<file path="src/rtl/sketch_pkg.sv">
// Shared types and default widths for the sketch pipeline head/tail controller.
package sketch_pkg;

    localparam int PKG_ADDR_W         = 16;
    localparam int PKG_DATA_W         = 16;
    localparam int PKG_PIPELINE_DEPTH = 2;
    localparam int DST_W              = $clog2(PKG_PIPELINE_DEPTH);

    typedef enum logic [1:0] {
        INIT  = 2'd0,
        RUN   = 2'd1,
        SWEEP = 2'd2,
        DRAIN = 2'd3
    } sketch_state_t;

    typedef struct packed {
        logic [PKG_ADDR_W-1:0] addr;
        logic [PKG_DATA_W-1:0] data;
        logic                  is_readout;
    } sketch_report_t;

endpackage

</file>
<file path="src/rtl/sketch_sync_fifo.sv">
// Single-clock FIFO; output word is read straight from registered storage and forced to 0 when empty.
module sketch_sync_fifo #(
    parameter int WIDTH = 8,
    parameter int DEPTH = 16
) (
    input  logic                     clk,
    input  logic                     rst_n,
    input  logic                     push,
    input  logic [WIDTH-1:0]         push_data,
    input  logic                     pop,
    output logic [WIDTH-1:0]         pop_data,
    output logic                     full,
    output logic                     empty,
    output logic [$clog2(DEPTH):0]   count
);
    localparam int PW = $clog2(DEPTH);

    logic [WIDTH-1:0] mem [DEPTH];
    logic [PW-1:0]    wr_ptr;
    logic [PW-1:0]    rd_ptr;
    logic             do_push;
    logic             do_pop;

    assign empty   = (count == '0);
    assign full    = (count == (PW+1)'(DEPTH));
    assign do_pop  = pop && !empty;
    // A pop frees the slot the simultaneous push lands in, so full+push+pop is legal.
    assign do_push = push && (!full || do_pop);

    always_ff @(posedge clk or negedge rst_n) begin
        if (!rst_n) begin
            wr_ptr <= '0;
            rd_ptr <= '0;
            count  <= '0;
        end else begin
            if (do_push) wr_ptr <= wr_ptr + 1'b1;
            if (do_pop)  rd_ptr <= rd_ptr + 1'b1;
            case ({do_push, do_pop})
                2'b10:   count <= count + 1'b1;
                2'b01:   count <= count - 1'b1;
                default: ;
            endcase
        end
    end

    always_ff @(posedge clk) begin
        if (do_push) mem[wr_ptr] <= push_data;
    end

    assign pop_data = empty ? '0 : mem[rd_ptr];

endmodule

</file>
<file path="src/rtl/sketch_pipeline_driver.sv">
// Head/tail controller for the sketch segment chain: credit-gated issue, readout sweep,
// and buffered reporting of hot counters and readout results.
module sketch_pipeline_driver
    import sketch_pkg::*;
#(
    parameter int ADDR_WIDTH_FULL = 16,
    parameter int ADDR_WIDTH      = 15,
    parameter int DATA_WIDTH      = 16,
    parameter int PIPELINE_DEPTH  = 2,
    parameter int HOT_THRESHOLD   = 8,
    parameter int FIFO_DEPTH      = 16,
    parameter int INIT_CYCLES     = (2**ADDR_WIDTH >> 5) + 4
) (
    input  logic                              clk,
    input  logic                              rst_n,
    input  logic                              in_valid,
    output logic                              in_ready,
    input  logic [ADDR_WIDTH_FULL-1:0]        in_addr,
    input  logic                              sweep_start,
    output logic                              sweep_busy,
    output logic                              sweep_done,
    output logic [ADDR_WIDTH_FULL-1:0]        seg_addr,
    output logic                              seg_rd_en,
    output logic [$clog2(PIPELINE_DEPTH)-1:0] seg_dst_id,
    output logic                              seg_rd_cnt,
    input  logic [DATA_WIDTH-1:0]             tail_data,
    input  logic                              tail_valid,
    input  logic [ADDR_WIDTH_FULL-1:0]        tail_addr,
    input  logic                              tail_cnt_valid,
    output logic                              out_valid,
    input  logic                              out_ready,
    output logic [ADDR_WIDTH_FULL-1:0]        out_addr,
    output logic [DATA_WIDTH-1:0]             out_data,
    output logic                              out_is_readout
);
    localparam int ID_W   = $clog2(PIPELINE_DEPTH);
    localparam int CW     = $clog2(FIFO_DEPTH) + 1;
    localparam int INIT_W = $clog2(INIT_CYCLES + 1);
    localparam int REP_W  = ADDR_WIDTH_FULL + DATA_WIDTH + 1;

    sketch_state_t              state;
    sketch_state_t              state_next;
    logic [INIT_W-1:0]          init_cnt;
    logic [CW-1:0]              inflight;
    logic [CW-1:0]              fifo_count;
    logic [CW:0]                credit_sum;
    logic [ADDR_WIDTH_FULL-1:0] sweep_cnt;
    logic [ADDR_WIDTH_FULL-1:0] issue_addr;
    logic                       credit_ok;
    logic                       in_fire;
    logic                       sweep_fire;
    logic                       issue;
    logic                       tail_take;
    logic                       fifo_push;
    logic                       fifo_full;
    logic                       fifo_empty;
    logic [REP_W-1:0]           push_word;
    logic [REP_W-1:0]           pop_word;

    // Every issued request holds a FIFO slot until its result is dropped or popped.
    assign credit_sum = {1'b0, inflight} + {1'b0, fifo_count};
    assign credit_ok  = !fifo_full && (credit_sum < (CW+1)'(FIFO_DEPTH));
    assign in_fire    = in_valid && in_ready;
    assign sweep_fire = (state == SWEEP) && credit_ok;
    assign issue      = in_fire || sweep_fire;
    assign issue_addr = sweep_fire ? sweep_cnt : in_addr;

    assign tail_take  = tail_valid && (state != INIT);
    assign fifo_push  = tail_take &&
                        (tail_cnt_valid || (tail_data == DATA_WIDTH'(HOT_THRESHOLD)));
    assign push_word  = {tail_addr, tail_data, tail_cnt_valid};

    always_ff @(posedge clk or negedge rst_n) begin
        if (!rst_n) begin
            state     <= INIT;
            init_cnt  <= '0;
            inflight  <= '0;
            sweep_cnt <= '0;
        end else begin
            state <= state_next;
            if (state == INIT) init_cnt <= init_cnt + 1'b1;
            if (sweep_fire)    sweep_cnt <= sweep_cnt + 1'b1;
            case ({issue, tail_take})
                2'b10:   inflight <= inflight + 1'b1;
                2'b01:   inflight <= inflight - 1'b1;
                default: ;
            endcase
        end
    end

    always_comb begin
        state_next = state;
        unique case (state)
            INIT:  if (init_cnt == INIT_W'(INIT_CYCLES - 1)) state_next = RUN;
            RUN:   if (sweep_start) state_next = SWEEP;
            SWEEP: if (sweep_fire && (sweep_cnt == '1)) state_next = DRAIN;
            DRAIN: if (inflight == '0) state_next = RUN;
            default: state_next = INIT;
        endcase
    end

    always_comb begin
        in_ready   = (state == RUN) && credit_ok;
        sweep_busy = (state == SWEEP) || (state == DRAIN);
        sweep_done = (state == DRAIN) && (inflight == '0);
    end

    // Chain-head register stage: one cycle from issue decision to segment request.
    always_ff @(posedge clk or negedge rst_n) begin
        if (!rst_n) begin
            seg_rd_en  <= 1'b0;
            seg_rd_cnt <= 1'b0;
            seg_addr   <= '0;
            seg_dst_id <= '0;
        end else begin
            seg_rd_en  <= issue;
            seg_rd_cnt <= sweep_fire;
            if (issue) begin
                seg_addr   <= issue_addr;
                seg_dst_id <= issue_addr[ADDR_WIDTH +: ID_W];
            end
        end
    end

    sketch_sync_fifo #(
        .WIDTH (REP_W),
        .DEPTH (FIFO_DEPTH)
    ) u_fifo (
        .clk       (clk),
        .rst_n     (rst_n),
        .push      (fifo_push),
        .push_data (push_word),
        .pop       (out_ready),
        .pop_data  (pop_word),
        .full      (fifo_full),
        .empty     (fifo_empty),
        .count     (fifo_count)
    );

    assign out_valid      = !fifo_empty;
    assign out_addr       = pop_word[REP_W-1 -: ADDR_WIDTH_FULL];
    assign out_data       = pop_word[DATA_WIDTH:1];
    assign out_is_readout = pop_word[0];

endmodule
</file>
<file path="config.mk">
export PLATFORM = sky130hd
export DESIGN_NAME = sketch_pipeline_driver
export DESIGN_NICKNAME = d
export VERILOG_FILES = /design/src/rtl/sketch_pkg.sv /design/src/rtl/sketch_sync_fifo.sv /design/src/rtl/sketch_pipeline_driver.sv
export SDC_FILE = /design/constraint.sdc
export NUM_CORES = 1
export LEC_CHECK = 0
export ABC_AREA = 1
export ABC_CLOCK_PERIOD_IN_PS = 4700
export CAP_MARGIN = 25
export CORE_ASPECT_RATIO = 1.1
export CORE_UTILIZATION = 60
export CTS_BUF_LIST = sky130_fd_sc_hd__clkbuf_8
export CTS_CLUSTER_DIAMETER = 50
export CTS_CLUSTER_SIZE = 30
export DETAILED_ROUTE_END_ITERATION = 7
export HOLD_SLACK_MARGIN = 0.08
export PLACE_DENSITY = 0.79
export SLEW_MARGIN = 20
export SYNTH_ARGS = -nofsm -noshare
export SYNTH_HDL_FRONTEND = slang
export SYNTH_SLANG_ARGS = --single-unit
</file>
<file path="constraint.sdc">
create_clock -name clk -period 4.7 [get_ports clk]
set_input_delay 1.41 -clock clk [delete_from_list [all_inputs] [get_ports clk]]
set_output_delay 1.41 -clock clk [all_outputs]
set_load 0.02 [all_outputs]
</file>
==> results of run 1 <==
-- cells in the final DEF (no fill, tap or decap), types with 5 or more instances in the layout --
master           instances
nor2_1                 318
inv_12                   5
nand2_1                142
nand2_2                 11
inv_8                    6
dfrtp_1                 62
o21ai_1                 30
ha_1                    22
nor2_4                  16
a21oi_1                 48
buf_4                   44
clkbuf_8                46
nand4_1                  9
nor3_1                  17
inv_16                   6
o221ai_1                97
xor2_1                  32
o21ai_0                282
buf_12                  29
dlymetal6s2s_1          19
inv_1                   61
nand3_1                 66
clkdlybuf4s50_1         89
clkinv_8                 6
o22ai_1                 28
edfxtp_1               528
-- synthesized netlist by cell type (2+ instances only) --
| library cell | n |
|---|---|
| a21oi_1 | 48 |
| buf_1 | 5 |
| buf_2 | 34 |
| buf_4 | 10 |
| buf_6 | 18 |
| buf_8 | 2 |
| clkbuf_1 | 48 |
| clkbuf_2 | 2 |
| dfrtp_1 | 65 |
| edfxtp_1 | 528 |
| fa_1 | 2 |
| ha_1 | 22 |
| inv_1 | 62 |
| inv_2 | 4 |
| nand2_1 | 142 |
| nand2_2 | 11 |
| nand3_1 | 66 |
| nand4_1 | 9 |
| nor2_1 | 334 |
| nor2_2 | 3 |
| nor3_1 | 17 |
| o21ai_0 | 282 |
| o21ai_1 | 30 |
| o221ai_1 | 100 |
| o22ai_1 | 28 |
| or2_2 | 2 |
| xnor2_1 | 2 |
| xor2_1 | 32 |
-- worst max-delay path, cell delays in order (launching register included) --
cell             delay, ns
dfrtp_4               0.48
buf_16                0.38
o21ai_0               0.17
o221ai_1              0.21
nand3_1               0.17
a21oi_1               0.36
clkdlybuf4s50_1       0.67
-- cells by family after synthesis --
| group | synth area share, % |
|---|---|
| DFF | 71.9 |
| buffers and inverters | 3.93 |
| AOI/OAI and AO/OA | 11.8 |
| xor gates and xnor gates | 1.22 |
| and+or+nand+nor | 9.91 |
| adders and majority gates | 1.30 |
-- path summary, 6_finish.rpt --
check	from	to	slack, ns	depth (start not counted)
setup / recovery	u_fifo.rd_ptr[1]	out_addr[13]	0.05	6
hold / removal	init_cnt[10]	init_cnt[10]	0.48	1
setup reg to reg	u_fifo.count[1]	inflight[4]	1.32	19
hold reg to reg	init_cnt[10]	init_cnt[10]	0.48	1
max in group asynchronous	rst_n	seg_addr[1]	2.97	2
min in group asynchronous	rst_n	sweep_cnt[4]	0.84	1
-- state kept, by name, summed over array words and instances, names as in the netlist --
name	flops
inflight	5
init_cnt	11
seg_addr	16
seg_rd_cnt	1
seg_rd_en	1
state	2
sweep_cnt	16
u_fifo.count	5
u_fifo.mem	528
u_fifo.rd_ptr	4
u_fifo.wr_ptr	4
-- metrics by stage --
stage	utilization, %	hold WS [ns]
after global routing	69.3	0.496
after CTS	69.0	0.482
final	69.3	0.481
after floorplan	-	0.442
after detailed placement	66.1	0.462
after global placement	66.1	0.461
-- power by group through the flow --
| stage | combinational, mW | clock [mW] | sequential [mW] |
|---|---|---|---|
| floorplan | 3.34 | 0 | 5.93 |
| global placement | 5.01 | 0 | 5.96 |
| detailed placement | 5.14 | 0 | 5.96 |
| CTS | 5.19 | 3.35 | 5.85 |
| global route | 5.63 | 3.51 | 5.86 |
| finish | 5.24 | 3.30 | 5.85 |
-- metal layers --
metal  share of wire, %  vias to the layer above
met5                  0                        -
met4                3.5                        0
met3                9.2                      139
met2                 49                      975
met1                 38                     7982
li1                   -                     7239
-- area by class of cell --
type	count	area (um^2)	area share (%)
Clock buffer	45	619	2.23
Clock inverter	34	548	1.97
Inverter	69	284	1.02
Multi-Input combinational cell	1137	6030	21.7
Sequential cell	593	17500	63.0
Tap cell	513	642	2.31
Timing Repair Buffer	188	2150	7.74
-- timing repair --
| action | 4_1_cts | 5_1_grt |
|---|---|---|
| endpoints found under the setup margin | 23 | 26 |
| hold buffers | 0 | 0 |
| resized for setup | 6 | 28 |
==> impl_metrics.env, run 1 <==
export IMPL_antenna_found_initial=0
export IMPL_areaGrowthSynthToFinish_pct=14.1
export IMPL_die_y_um=213
export IMPL_postPlaceCellArea_um2=26500
export IMPL_power_density_nw_per_um2=518
export IMPL_wirelength_um=58700
export IMPL_grt_pass1_wl_um=88700
export IMPL_path_max_fanout=134
export IMPL_yosysSeqAreaShare_pct=71.9
export IMPL_postCtsSetupRepairBufs=0
export IMPL_grt_use_met2_pct=48.0
export IMPL_hold_class="flip-flop to flip-flop"
export IMPL_port_buffers=110
export IMPL_antennaDiodeCount=0
export IMPL_final_setup_skew_ns=0.0288
export IMPL_power_switching_mw=5.49
export IMPL_finalCritPeriodShare_pct=98.9
export IMPL_cts_tree="done"
export IMPL_synthFlopType="edfxtp_1"
export IMPL_htree_levels=2
export IMPL_cts_buffers=43
export IMPL_final_max_slew_viol_count=0
export IMPL_worst_pin_slew_ns=0.977
export IMPL_grt_pass1_vias=15800
export IMPL_dp_cells=2500
export IMPL_yosysUniqueCellTypes=38
export IMPL_wl_per_cell_um=22.8
export IMPL_fin_area_um2=27800
export IMPL_use_met1_pct=36.8
export IMPL_dp_hpwl_um=34800
export IMPL_drive_above_1_share_pct=10.0
export IMPL_p_seq_share_pct=40.7
export IMPL_syn_nets=1997
export IMPL_synth_top_area_share_pct=65.2
export IMPL_critPathCaptureType="output pin"
export IMPL_synth_area_per_cell_um2=12.7
export IMPL_path_class="flip-flop to output pin"
export IMPL_rsz0062_at_grt="yes"
export IMPL_viasPerCell=6.33
export IMPL_grt_overflow=0
export IMPL_cts_root_buf="clkbuf_8"
export IMPL_critPathLaunchType="flip-flop"
export IMPL_p_comb_share_pct=36.4
export IMPL_synth_area_leaders="edfxtp_1 (65%), dfrtp_1 (6.7%), o21ai_0 (5.8%), nor2_1 (5.2%), o221ai_1 (3.6%)"
export IMPL_synth_async_sr_flop_share_pct=11.0
export IMPL_grt_usage_pct=28.3
export IMPL_hold_viol_final=0
export IMPL_finalSetupTns_ns=0
export IMPL_fillers=2640
export IMPL_p_sw_share_pct=38.2
export IMPL_cp_data_arrival_time_ns=3.24
export IMPL_clock_power_share_pct=23.0
export IMPL_vdd_drop_max_uv=387
export IMPL_vias=16300
export IMPL_setup_viol=0
export IMPL_first_iter_violations=2091
export IMPL_synth_area_um2=24300
export IMPL_status="complete, no violations"
export IMPL_core_um2=40100
export IMPL_antenna_left=0
export IMPL_p_int_mw=8.90
export IMPL_gp_congestion=0.885
export IMPL_crit_required_ns=3.29
export IMPL_die_x_um=194
export IMPL_first_pass_iters=8
export IMPL_synth_edf_count=528
export IMPL_min_period_ns=4.65
export IMPL_cts_path_max_buffers=3
export IMPL_clock_latency_ns=0.67
export IMPL_postSynthCellCount=1918
export IMPL_grt_util_met3_pct=4.93
export IMPL_start_util_pct=60.7
export IMPL_drv_cap=0
export IMPL_power_leakage_nw=9.54
export IMPL_timing_fmax_mhz=215
export IMPL_grt_max_degree=135
export IMPL_fin_ws_ns=0.0496
export IMPL_busiest_layer="met2"
export IMPL_layout_nets=2111
export IMPL_clk_pin_slew_worst_paths_ns=0.13
export IMPL_pre_cts_slack_ns=0.386
export IMPL_rows=77
export IMPL_numClockSinks=593
export IMPL_synth_top_area_cell="edfxtp_1"
export IMPL_ioPinCount=111
export IMPL_yosys_warnings=0
export IMPL_die_area_um2=41400
export IMPL_drc=0
export IMPL_slew_headroom_pct=34.8
export IMPL_final_cells=2579
export IMPL_ys_seq_elements=593
export IMPL_finalPower_mw=14.4
Note: power is estimated with default switching activity, not from simulation.
==> run 2, diff against run 1 <==
--- a/config.mk
+++ b/config.mk
@@ -19,4 +19,5 @@
 export SLEW_MARGIN = 20
 export SYNTH_ARGS = -nofsm -noshare
 export SYNTH_HDL_FRONTEND = slang
+export SYNTH_HIERARCHICAL = 1
 export SYNTH_SLANG_ARGS = --single-unit
==> run 2 against run 1 <==
Combinational power decreased by 97%. Largest power group unchanged. Register-to-register slack got worse by 0.07 ns. Count of clock-buffer cells in the layout decreased by 4. Largest cell class unchanged. Final area increased by 1.9%.
==> impl_metrics.env, run 2 <==
export IMPL_status="complete, no violations"
export IMPL_grt_pass1_vias=16900
export IMPL_first_iter_violations=2188
export IMPL_synth_top_area_cell="edfxtp_1"
export IMPL_hold_viol_final=0
export IMPL_antenna_left=0
export IMPL_drv_cap=0
export IMPL_yosysUniqueCellTypes=37
export IMPL_drive_above_1_share_pct=9.26
export IMPL_min_period_ns=4.57
export IMPL_slew_headroom_pct=31.8
export IMPL_crit_end="out_addr[14]"
export IMPL_power_density_nw_per_um2=311
export IMPL_power_leakage_nw=10.5
export IMPL_gp_congestion=0.834
export IMPL_wirelength_um=60400
export IMPL_final_setup_skew_ns=0.0312
export IMPL_synth_area_per_cell_um2=11.4
export IMPL_fin_ws_ns=0.131
export IMPL_antennaDiodeCount=0
export IMPL_cp_startpoint="u_fifo/rd_ptr[0]"
export IMPL_antenna_found_initial=0
export IMPL_drc=0
export IMPL_critPathCaptureType="output pin"
export IMPL_clock_latency_ns=0.63
export IMPL_vdd_drop_max_uv=199
export IMPL_grt_max_degree=135
export IMPL_mostFrequentLayoutCells="nand2_1 (796), edfxtp_1 (528), nand3_1 (421)"
export IMPL_synth_edf_count=528
export IMPL_vias=17200
export IMPL_synth_async_sr_flop_share_pct=11.0
export IMPL_numClockSinks=593
export IMPL_r2r_end="inflight[4]"
export IMPL_cts_buffers=40
export IMPL_start_util_pct=60.8
export IMPL_fin_area_um2=28300
export IMPL_viasPerCell=5.90
export IMPL_worst_pin_slew_ns=1.01
export IMPL_layout_commonest_cell="nand2_1"
export IMPL_die_y_um=216
export IMPL_first_pass_iters=8
export IMPL_final_cells=2913
export IMPL_r2r_start="u_fifo/count[0]"
export IMPL_synth_most_common_cell="nand2_1"
export IMPL_ys_seq_elements=593
export IMPL_cts_root_buf="clkbuf_8"
export IMPL_synthTopCellsByCount="nand2_1 (796), edfxtp_1 (528), nand3_1 (421)"
export IMPL_path_class="flip-flop to output pin"
export IMPL_port_buffers=110
export IMPL_areaGrowthSynthToFinish_pct=12.8
export IMPL_synthFlopType="edfxtp_1"
export IMPL_rows=78
export IMPL_setup_viol=0
export IMPL_core_um2=41300
export IMPL_finalPower_mw=8.79
export IMPL_finalSetupTns_ns=0
export IMPL_cts_path_max_buffers=3
export IMPL_rsz0062_at_grt="no"
export IMPL_path_max_fanout=43
export IMPL_synth_top_area_share_pct=63.2
export IMPL_cp_data_arrival_time_ns=3.16
export IMPL_largest_register_ffs=528
export IMPL_fin_util_pct=68.6
export IMPL_clk_pin_slew_worst_paths_ns=0.12
export IMPL_dp_cells=2838
export IMPL_hold_class="flip-flop to flip-flop"
export IMPL_ioPinCount=111
export IMPL_grt_pass1_wl_um=93900
export IMPL_r2r_setup_slack_ns=1.25
export IMPL_syn_nets=2273
export IMPL_reg_top3="u_fifo/mem (528), seg_addr (16), sweep_cnt (16)"
export IMPL_yosys_warnings=6
export IMPL_synth_area_leaders="edfxtp_1 (63%), nand2_1 (12%), nand3_1 (8.4%), dfrtp_1 (6.5%), buf_6 (1.2%)"
export IMPL_finalCritPeriodShare_pct=97.2
export IMPL_dp_hpwl_um=36700
export IMPL_crit_required_ns=3.29
export IMPL_postSynthCellCount=2194
export IMPL_layout_nets=2402
export IMPL_final_max_slew_viol_count=0
export IMPL_critPathLaunchType="flip-flop"
export IMPL_die_x_um=197
export IMPL_htree_levels=2
export IMPL_die_area_um2=42600
export IMPL_timing_fmax_mhz=219
export IMPL_wl_per_cell_um=20.7
export IMPL_hold_ws_ns=0.503
export IMPL_pre_cts_slack_ns=0.162
export IMPL_reg2regPathDepth=15
export IMPL_top_register="u_fifo/mem"
export IMPL_yosysSeqAreaShare_pct=69.7
export IMPL_grt_usage_pct=28.9
export IMPL_cts_tree="done"
export IMPL_postPlaceCellArea_um2=27300
export IMPL_synth_area_um2=25100
export IMPL_grt_overflow=0
[run 2: cell types whose count changed in the layout (fill, tap and decap cells not counted), moves of 14 or more]
cell / change
a21oi_1: -21
a21oi_2: +14
nand3_1: +355
dlymetal6s2s_1: -18
clkdlybuf4s50_1: +19
o22ai_1: -28
buf_4: +19
o21ai_1: -29
nor2_1: -289
o21ai_0: -259
o221ai_1: -97
nand2_1: +654
[run 2: routing by layer]
metal | wire, um | global-route usage (%)
met1 | 23400 | 40.1
met2 | 29100 | 46.5
met3 | 5990 | 4.45
met4 | 1990 | 10.9
met5 | 0 | 0
[run 2: area by class of cell]
type	instances	area [um^2]
clock buffers	41	564
clock inverters	31	388
fillers	2871	13000
inverters	55	216
multi-input cells	1424	6660
flip-flops and latches	593	17500
well taps	560	701
repair buffers	209	2280
[run 2: report_power, final]
part | leakage [nW] | internal (mW) | switching [mW] | total [mW]
combinational | 4.49 | 0.0570 | 0.112 | 0.169
clock | 0.479 | 1.06 | 1.82 | 2.89
sequential | 5.51 | 5.73 | 0.00246 | 5.73
[run 2: worst min-delay path by stage]
stage,start,end,depth (start not counted)
floorplan,init_cnt[3],init_cnt[3],1
global placement,seg_addr[9],seg_addr[9],2
detailed placement,seg_addr[7],seg_addr[7],2
CTS,seg_addr[7],seg_addr[7],2
global route,seg_addr[3],seg_addr[3],2
finish,seg_addr[7],seg_addr[7],2
[run 2: logic make-up (layout without fill, tap and decap cells)]
kind of cell,count (synthesis),in the layout,share of synthesized area (%)
adder cells (fa/ha/maj),24,24,1.26
buffers and inverters,177,336,4.27
flip-flops,593,593,69.7
AO/OA/AOI/OAI,74,74,1.80
AND/OR/NAND/NOR,1290,1290,21.7
XOR/XNOR,36,36,1.26
[run 2: critical path: stages (launching register included)]
cell             delay, ns
dfrtp_4               0.60
inv_6                 0.18
buf_12                0.25
buf_4                 0.20
nand2_1               0.06
nand3_1               0.08
nand3_1               0.15
nand2_1               0.09
nand2_1               0.06
a21oi_1               0.23
clkdlybuf4s50_1       0.64
[run 2: what timing repair did]
action / in CTS / in global routing
setup endpoints to repair: 0 / 18
buffers inserted: 0 / 3
hold buffers: 0 / 0
resized for setup: 0 / 3
